[config.mk]
export PLATFORM = sky130hd
export DESIGN_NAME = seg7_scan_driver
export DESIGN_NICKNAME = d
export VERILOG_FILES = /design/src/rtl/seg7_pkg.sv /design/src/rtl/seg7_hex_decode.sv /design/src/rtl/seg7_scan_driver.sv
export SDC_FILE = /design/constraint.sdc
export NUM_CORES = 1
export LEC_CHECK = 0
export BUFFER_PORTS_ARGS = -buffer_cell sky130_fd_sc_hd__buf_4
export CORE_ASPECT_RATIO = 1.5
export CORE_MARGIN = 5
export CORE_UTILIZATION = 50
export CTS_CLUSTER_DIAMETER = 60
export DETAILED_ROUTE_END_ITERATION = 12
export PLACE_DENSITY_LB_ADDON = 0.05
export SETUP_SLACK_MARGIN = 0.2
export SLEW_MARGIN = 5
export SYNTH_ARGS = -nofsm -noshare
export SYNTH_HDL_FRONTEND = slang
export SYNTH_HIERARCHICAL = 1
export SYNTH_SLANG_ARGS = --single-unit
[constraint.sdc]
create_clock -name clk -period 7.6 [get_ports clk]
set_input_delay 0.76 -clock clk [delete_from_list [all_inputs] [get_ports clk]]
set_output_delay 0.76 -clock clk [all_outputs]
set_load 0.05 [all_outputs]
[src/rtl/seg7_pkg.sv]
// Shared seven-segment definitions: active-high {a,b,c,d,e,f,g} glyphs for hex 0..F.
package seg7_pkg;

  // Entry n is the glyph for nibble n; entry 15 is listed first.
  localparam logic [15:0][6:0] SEG_TABLE = {
    7'h47, 7'h4F, 7'h3D, 7'h4E, 7'h1F, 7'h77, 7'h7B, 7'h7F,
    7'h70, 7'h5F, 7'h5B, 7'h33, 7'h79, 7'h6D, 7'h30, 7'h7E
  };

  function automatic logic [6:0] hex_to_seg(input logic [3:0] nibble);
    return SEG_TABLE[nibble];
  endfunction

endpackage

[src/rtl/seg7_hex_decode.sv]
// Combinational nibble-to-glyph decoder, active-high segments.
module seg7_hex_decode
  import seg7_pkg::*;
(
  input  logic [3:0] nibble,
  output logic [6:0] pattern
);

  always_comb pattern = hex_to_seg(nibble);

endmodule

[src/rtl/seg7_scan_driver.sv]
// Multiplexed common-anode 7-segment scanner with frame-synchronous updates,
// leading-zero blanking and 8-level PWM brightness.
module seg7_scan_driver
  import seg7_pkg::*;
#(
  parameter int unsigned N_DIGITS     = 8,
  parameter int unsigned SLOT_CYCLES  = 12500,
  parameter int unsigned GUARD_CYCLES = 250
) (
  input  logic                    clk,
  input  logic                    reset,
  input  logic [4*N_DIGITS-1:0]   value,
  input  logic [N_DIGITS-1:0]     dp_in,
  input  logic [N_DIGITS-1:0]     digit_en,
  input  logic                    load,
  input  logic                    lz_en,
  input  logic [2:0]              brightness,
  output logic [N_DIGITS-1:0]     an,
  output logic [6:0]              seg,
  output logic                    dp,
  output logic                    frame_done
);

  localparam int unsigned CW     = (SLOT_CYCLES > 1) ? $clog2(SLOT_CYCLES) : 1;
  localparam int unsigned IW     = (N_DIGITS > 1) ? $clog2(N_DIGITS) : 1;
  localparam int unsigned ACTIVE = SLOT_CYCLES - GUARD_CYCLES;

  logic [CW-1:0]         slot_cnt;
  logic [IW-1:0]         idx;
  logic                  slot_last;
  logic                  boundary;

  logic [4*N_DIGITS-1:0] pend_value;
  logic [N_DIGITS-1:0]   pend_dp;
  logic [N_DIGITS-1:0]   pend_en;
  logic                  pend_flag;

  logic [4*N_DIGITS-1:0] sh_value;
  logic [N_DIGITS-1:0]   sh_dp;
  logic [N_DIGITS-1:0]   sh_en;
  logic                  sh_lz;
  logic [2:0]            sh_bright;

  logic [N_DIGITS-1:0]   suppress;
  logic                  zero_run;
  logic [3:0]            cur_nib;
  logic [6:0]            cur_pat;
  logic [31:0]           on_len;
  logic [31:0]           slot_ext;
  logic                  lit;
  logic [N_DIGITS-1:0]   an_next;
  logic [6:0]            seg_next;
  logic                  dp_next;

  assign slot_last = (slot_cnt == CW'(SLOT_CYCLES - 1));
  assign boundary  = slot_last && (idx == IW'(N_DIGITS - 1));

  always_ff @(posedge clk) begin
    if (reset) begin
      slot_cnt <= '0;
      idx      <= '0;
    end else if (slot_last) begin
      slot_cnt <= '0;
      idx      <= (idx == IW'(N_DIGITS - 1)) ? '0 : idx + 1'b1;
    end else begin
      slot_cnt <= slot_cnt + 1'b1;
    end
  end

  // A load landing on the boundary bypasses the pending stage so it still
  // makes the very next frame.
  always_ff @(posedge clk) begin
    if (reset) begin
      pend_value <= '0;
      pend_dp    <= '0;
      pend_en    <= '0;
      pend_flag  <= 1'b0;
      sh_value   <= '0;
      sh_dp      <= '0;
      sh_en      <= '0;
      sh_lz      <= 1'b0;
      sh_bright  <= '0;
    end else if (boundary) begin
      sh_lz     <= lz_en;
      sh_bright <= brightness;
      pend_flag <= 1'b0;
      if (load) begin
        sh_value <= value;
        sh_dp    <= dp_in;
        sh_en    <= digit_en;
      end else if (pend_flag) begin
        sh_value <= pend_value;
        sh_dp    <= pend_dp;
        sh_en    <= pend_en;
      end
    end else if (load) begin
      pend_value <= value;
      pend_dp    <= dp_in;
      pend_en    <= digit_en;
      pend_flag  <= 1'b1;
    end
  end

  // Walk from the most significant digit; blanking stops at the first nonzero
  // nibble regardless of that digit's enable. Digit 0 is never visited.
  always_comb begin
    suppress = '0;
    zero_run = 1'b1;
    for (int unsigned k = 0; k + 1 < N_DIGITS; k++) begin
      zero_run = zero_run & (sh_value[4*(N_DIGITS-1-k) +: 4] == 4'h0);
      suppress[N_DIGITS-1-k] = sh_lz & zero_run;
    end
  end

  assign cur_nib = sh_value[4*idx +: 4];

  seg7_hex_decode u_decode (
    .nibble  (cur_nib),
    .pattern (cur_pat)
  );

  always_comb begin
    on_len   = (ACTIVE * (32'(sh_bright) + 32'd1)) >> 3;
    slot_ext = 32'(slot_cnt);
    lit      = sh_en[idx] && !suppress[idx] &&
               (slot_ext >= GUARD_CYCLES) && (slot_ext < GUARD_CYCLES + on_len);
    an_next  = '1;
    seg_next = '1;
    dp_next  = 1'b1;
    if (lit) begin
      an_next[idx] = 1'b0;
      seg_next     = ~cur_pat;
      dp_next      = ~sh_dp[idx];
    end
  end

  always_ff @(posedge clk) begin
    if (reset) begin
      an         <= '1;
      seg        <= 7'h7F;
      dp         <= 1'b1;
      frame_done <= 1'b0;
    end else begin
      an         <= an_next;
      seg        <= seg_next;
      dp         <= dp_next;
      frame_done <= boundary;
    end
  end

endmodule

==> results_dict.tcl <==
set metrics [dict create \
    worstSetupEndpointType "flip-flop" \
    n_antenna_cell 0 \
    cts_setup_buffers 0 \
    endpoint "an[6]" \
    routabilityCongestion 0.912 \
    yosysTopAreaCell "dfxtp_1" \
    comb_power_share 0.056 \
    clkSinkCount 135 \
    yosysSeqAreaShare 0.354 \
    met1_usage 0.213 \
    status "complete, no violations" \
    worstMarginPinSlew_ns 1.03 \
    clk_pin_slew_ns 0.07 \
    area_growth_pct 15.4 \
    worstSetupStartpointType "flip-flop" \
    period_minus_slack_ns 6.53 \
    clock_latency_ns 0.42 \
    internal_power_mw 1.28 \
    maxCapViolCount 0 \
    numCtsBuffers 17 \
    io_pins 72 \
    finClkSkew_ns 0.0209 \
    drc 0 \
    rr_worst_depth 24 \
    synth_area_mm2 0.00763 \
    drt-initial-drc-count 369 \
    powerDensity_mw_per_mm2 190 \
    crit_chain "inv_1 -> ha_1 -> inv_1 -> fa_1 -> fa_1 -> inv_1 -> ha_1 -> nor2_1 -> a211oi_1 -> o21ai_2 -> o2111a_1 -> nor3_1 -> nor2_1 -> o21a_1 -> xor2_1 -> ha_1 -> nand4_1 -> or2_2 -> a31oi_1 -> a221oi_1 -> nor4bb_1 -> mux2i_1 -> buf_4 -> nand4_1" \
    ctsResizeCount 0 \
    gr-usage-met3 0.0289 \
    r2r-start "sh_bright[0]" \
    required_ns 7.93 \
    grt_pass1_vias 6395 \
    hpwl_um 14500 \
    fillers 1346 \
    setup_tns_ns 0 \
    wirelength_um 19500 \
    p_clk_frac 0.507 \
    start_util 0.506 \
    arrival_ns 6.86 \
    fp.dieH_um 161 \
    final-setup-viol-count 0 \
    rsz0062_at_grt "false" \
    final-max-slew-violation-count 0 \
    peakVddDrop_mv 0.148 \
    die_area_mm2 0.0179 \
    yosys.area.top_type_share 0.354 \
    critPathSlowestCell "dfxtp_1" \
    synthTopCellsByArea "dfxtp_1 (35%), ha_1 (8.2%), mux2i_1 (8.0%)" \
    fmax_mhz 153 \
    post_drt_wl_per_cell_um 17.3 \
    fin_crit_sh 0.859 \
    r2r_slack_ns 1.07 \
    max_slew_margin 0.315 \
    hold_class "flip-flop to flip-flop" \
    hold_viol_final 0 \
    synth.avg_cell_area_um2 8.76 \
    ys_types 64 \
    busiest_layer "met2" \
    power_leakage_nw 3.59 \
    switchingPower_mw 0.398 \
    p_sw_frac 0.238 \
    num_rows 55 \
    p_seq_frac 0.437 \
    io_buffers 71 \
    core_mm2 0.0151 \
    grt_pass1_wl_um 31600 \
    cts_tree "yes" \
    startpoint "sh_bright[0]" \
    final_antenna_net_count 0 \
    globalRouteTotalUtil 0.219 \
    synth_ff_type "dfxtp_1" \
    synthCells 871 \
    cts_hold_buf 0 \
    htree_levels 4 \
    ys_warn_count 6 \
    syn_nets 984 \
    async_flop_share 0 \
    cts_buffer_depth 2 \
    synth_edf_count 0 \
    cts_root_buffer "clkbuf_16" \
    die_w_um 111 \
    worstReg2RegEnd "an[6]" \
    antenna_found_initial 0 \
    nNetsFinal 1025 \
    synth_seq_cells 135 \
    grt_max_degree 97 \
    critical_path_peak_fanout 16 \
    slowest_delay_ns 0.66 \
    vias 6294 \
    power.total_mw 1.67 \
    critPathKind "flip-flop to flip-flop" \
    drive_above_1_share 0.154 \
    vias_per_cell 5.60 \
    first_pass_iters 5 \
    met2_usage 0.425 \
    grt_overflow 0 \
]
==> layout make-up <==
class	instances	area [um2]	share of cell area
repair buffers	78	586	0.0665
clock inverters	13	156	0.0178
flip-flops and latches	135	2700	0.307
inverters	31	119	0.0135
well taps	199	249	0.0283
clock buffers	19	453	0.0515
multi-input cells	649	4530	0.515
==> through the flow <==
| step | utilization | cell area (um2) | std cells | setup slack (ns) | hold slack [ns] |
|---|---|---|---|---|---|
| detailed placement | 0.543 | 8190 | 1092 | 1.16 | 0.446 |
| finish | 0.584 | 8800 | 1124 | 1.07 | 0.451 |
| CTS | 0.584 | 8800 | 1124 | 1.11 | 0.454 |
| global placement | 0.543 | 8190 | 1092 | 1.36 | 0.441 |
| floorplan | - | 7630 | 871 | 1.66 | 0.436 |
| global route | 0.584 | 8800 | 1124 | 0.656 | 0.472 |
==> cell families after synthesis <==
logic type / count (synthesis) / synth area share
adder cells (fa/ha/maj): 58 / 0.103
flip-flops: 135 / 0.354
multiplexers: 78 / 0.118
XOR/XNOR: 30 / 0.0344
AO/OA/AOI/OAI: 177 / 0.155
buffers and inverters: 87 / 0.0522
AND/OR/NAND/NOR: 306 / 0.182
==> cell usage in the layout (no fill, tap or decap), drive strengths merged, types with 3 or more instances in the layout <==
| cell | netlist | routed |
|---|---|---|
| a211oi | 54 | 54 |
| a21o | 5 | 5 |
| a21oi | 69 | 69 |
| a22oi | 4 | 4 |
| a31oi | 3 | 3 |
| and2 | 3 | 3 |
| and3 | 7 | 7 |
| buf | 26 | 78 |
| clkbuf | 30 | 19 |
| dfxtp | 135 | 135 |
| fa | 8 | 8 |
| ha | 50 | 50 |
| inv | 31 | 38 |
| mux2 | 8 | 8 |
| mux2i | 61 | 61 |
| mux4 | 9 | 9 |
| nand2 | 117 | 117 |
| nand2b | 5 | 5 |
| nand3 | 17 | 17 |
| nand4 | 15 | 15 |
| nor2 | 104 | 104 |
| nor2b | 5 | 5 |
| nor3 | 10 | 10 |
| nor4 | 8 | 8 |
| o211ai | 4 | 4 |
| o21a | 5 | 5 |
| o21ai | 13 | 13 |
| or2 | 3 | 3 |
| or4 | 6 | 6 |
| xnor2 | 13 | 13 |
| xor2 | 17 | 17 |
==> critical path: cells and delay by family, from the launching register on <==
family                     cells  cell delay [ns]
and+or+nand+nor                7             1.48
buffers and inverters          4             0.68
xor gates and xnor gates       1             0.14
DFF                            1             0.66
muxes                          1             0.11
AOI/OAI and AO/OA              6             1.14
adders and majority gates      5             2.22
==> Yosys cell counts (all sizes together), types with 4 or more instances <==
master / number
a21o: 5
dfxtp: 135
mux2i: 61
a211oi: 54
nand3: 17
nor4: 8
mux2: 8
nor3: 10
nand2b: 5
or4: 6
nand4: 15
clkbuf: 30
fa: 8
ha: 50
o21ai: 13
inv: 31
mux4: 9
buf: 26
nand2: 117
o21a: 5
o211ai: 4
xnor2: 13
nor2b: 5
a22oi: 4
nor2: 104
a21oi: 69
and3: 7
xor2: 17
==> flip-flops by register name, indices dropped and copies added, names as in the netlist <==
name and cells:
an 8, dp 1, frame_done 1, idx 3, pend_dp 8, pend_en 8
pend_flag 1, pend_value 32, seg 7, sh_bright 3, sh_dp 8, sh_en 8
sh_lz 1, sh_value 32, slot_cnt 14
==> power groups by stage <==
| stage | Combinational, mW | Clock (mW) | Sequential [mW] |
|---|---|---|---|
| CTS | 0.0947 | 0.864 | 0.732 |
| detailed placement | 0.0943 | 0 | 0.748 |
| global placement | 0.0920 | 0 | 0.747 |
| floorplan | 0.0578 | 0 | 0.745 |
| global route | 0.105 | 0.900 | 0.734 |
| finish | 0.0929 | 0.849 | 0.732 |
==> worst min path at each step <==
stage / from / to / depth (start not counted)
floorplan: pend_dp[0] / pend_dp[0] / 2
global placement: pend_value[4] / pend_value[4] / 2
detailed placement: pend_value[4] / pend_value[4] / 2
CTS: pend_value[17] / pend_value[17] / 2
global route: pend_en[5] / pend_en[5] / 2
finish: pend_value[8] / pend_value[8] / 2
==> metal layers <==
layer | wire length, um | vias up
met3 | 517 | 50
met4 | 1170 | 0
met1 | 7020 | 2940
li1 | - | 3159
met5 | 0 | -
met2 | 10800 | 145
Power figures use the tool's default switching activity.
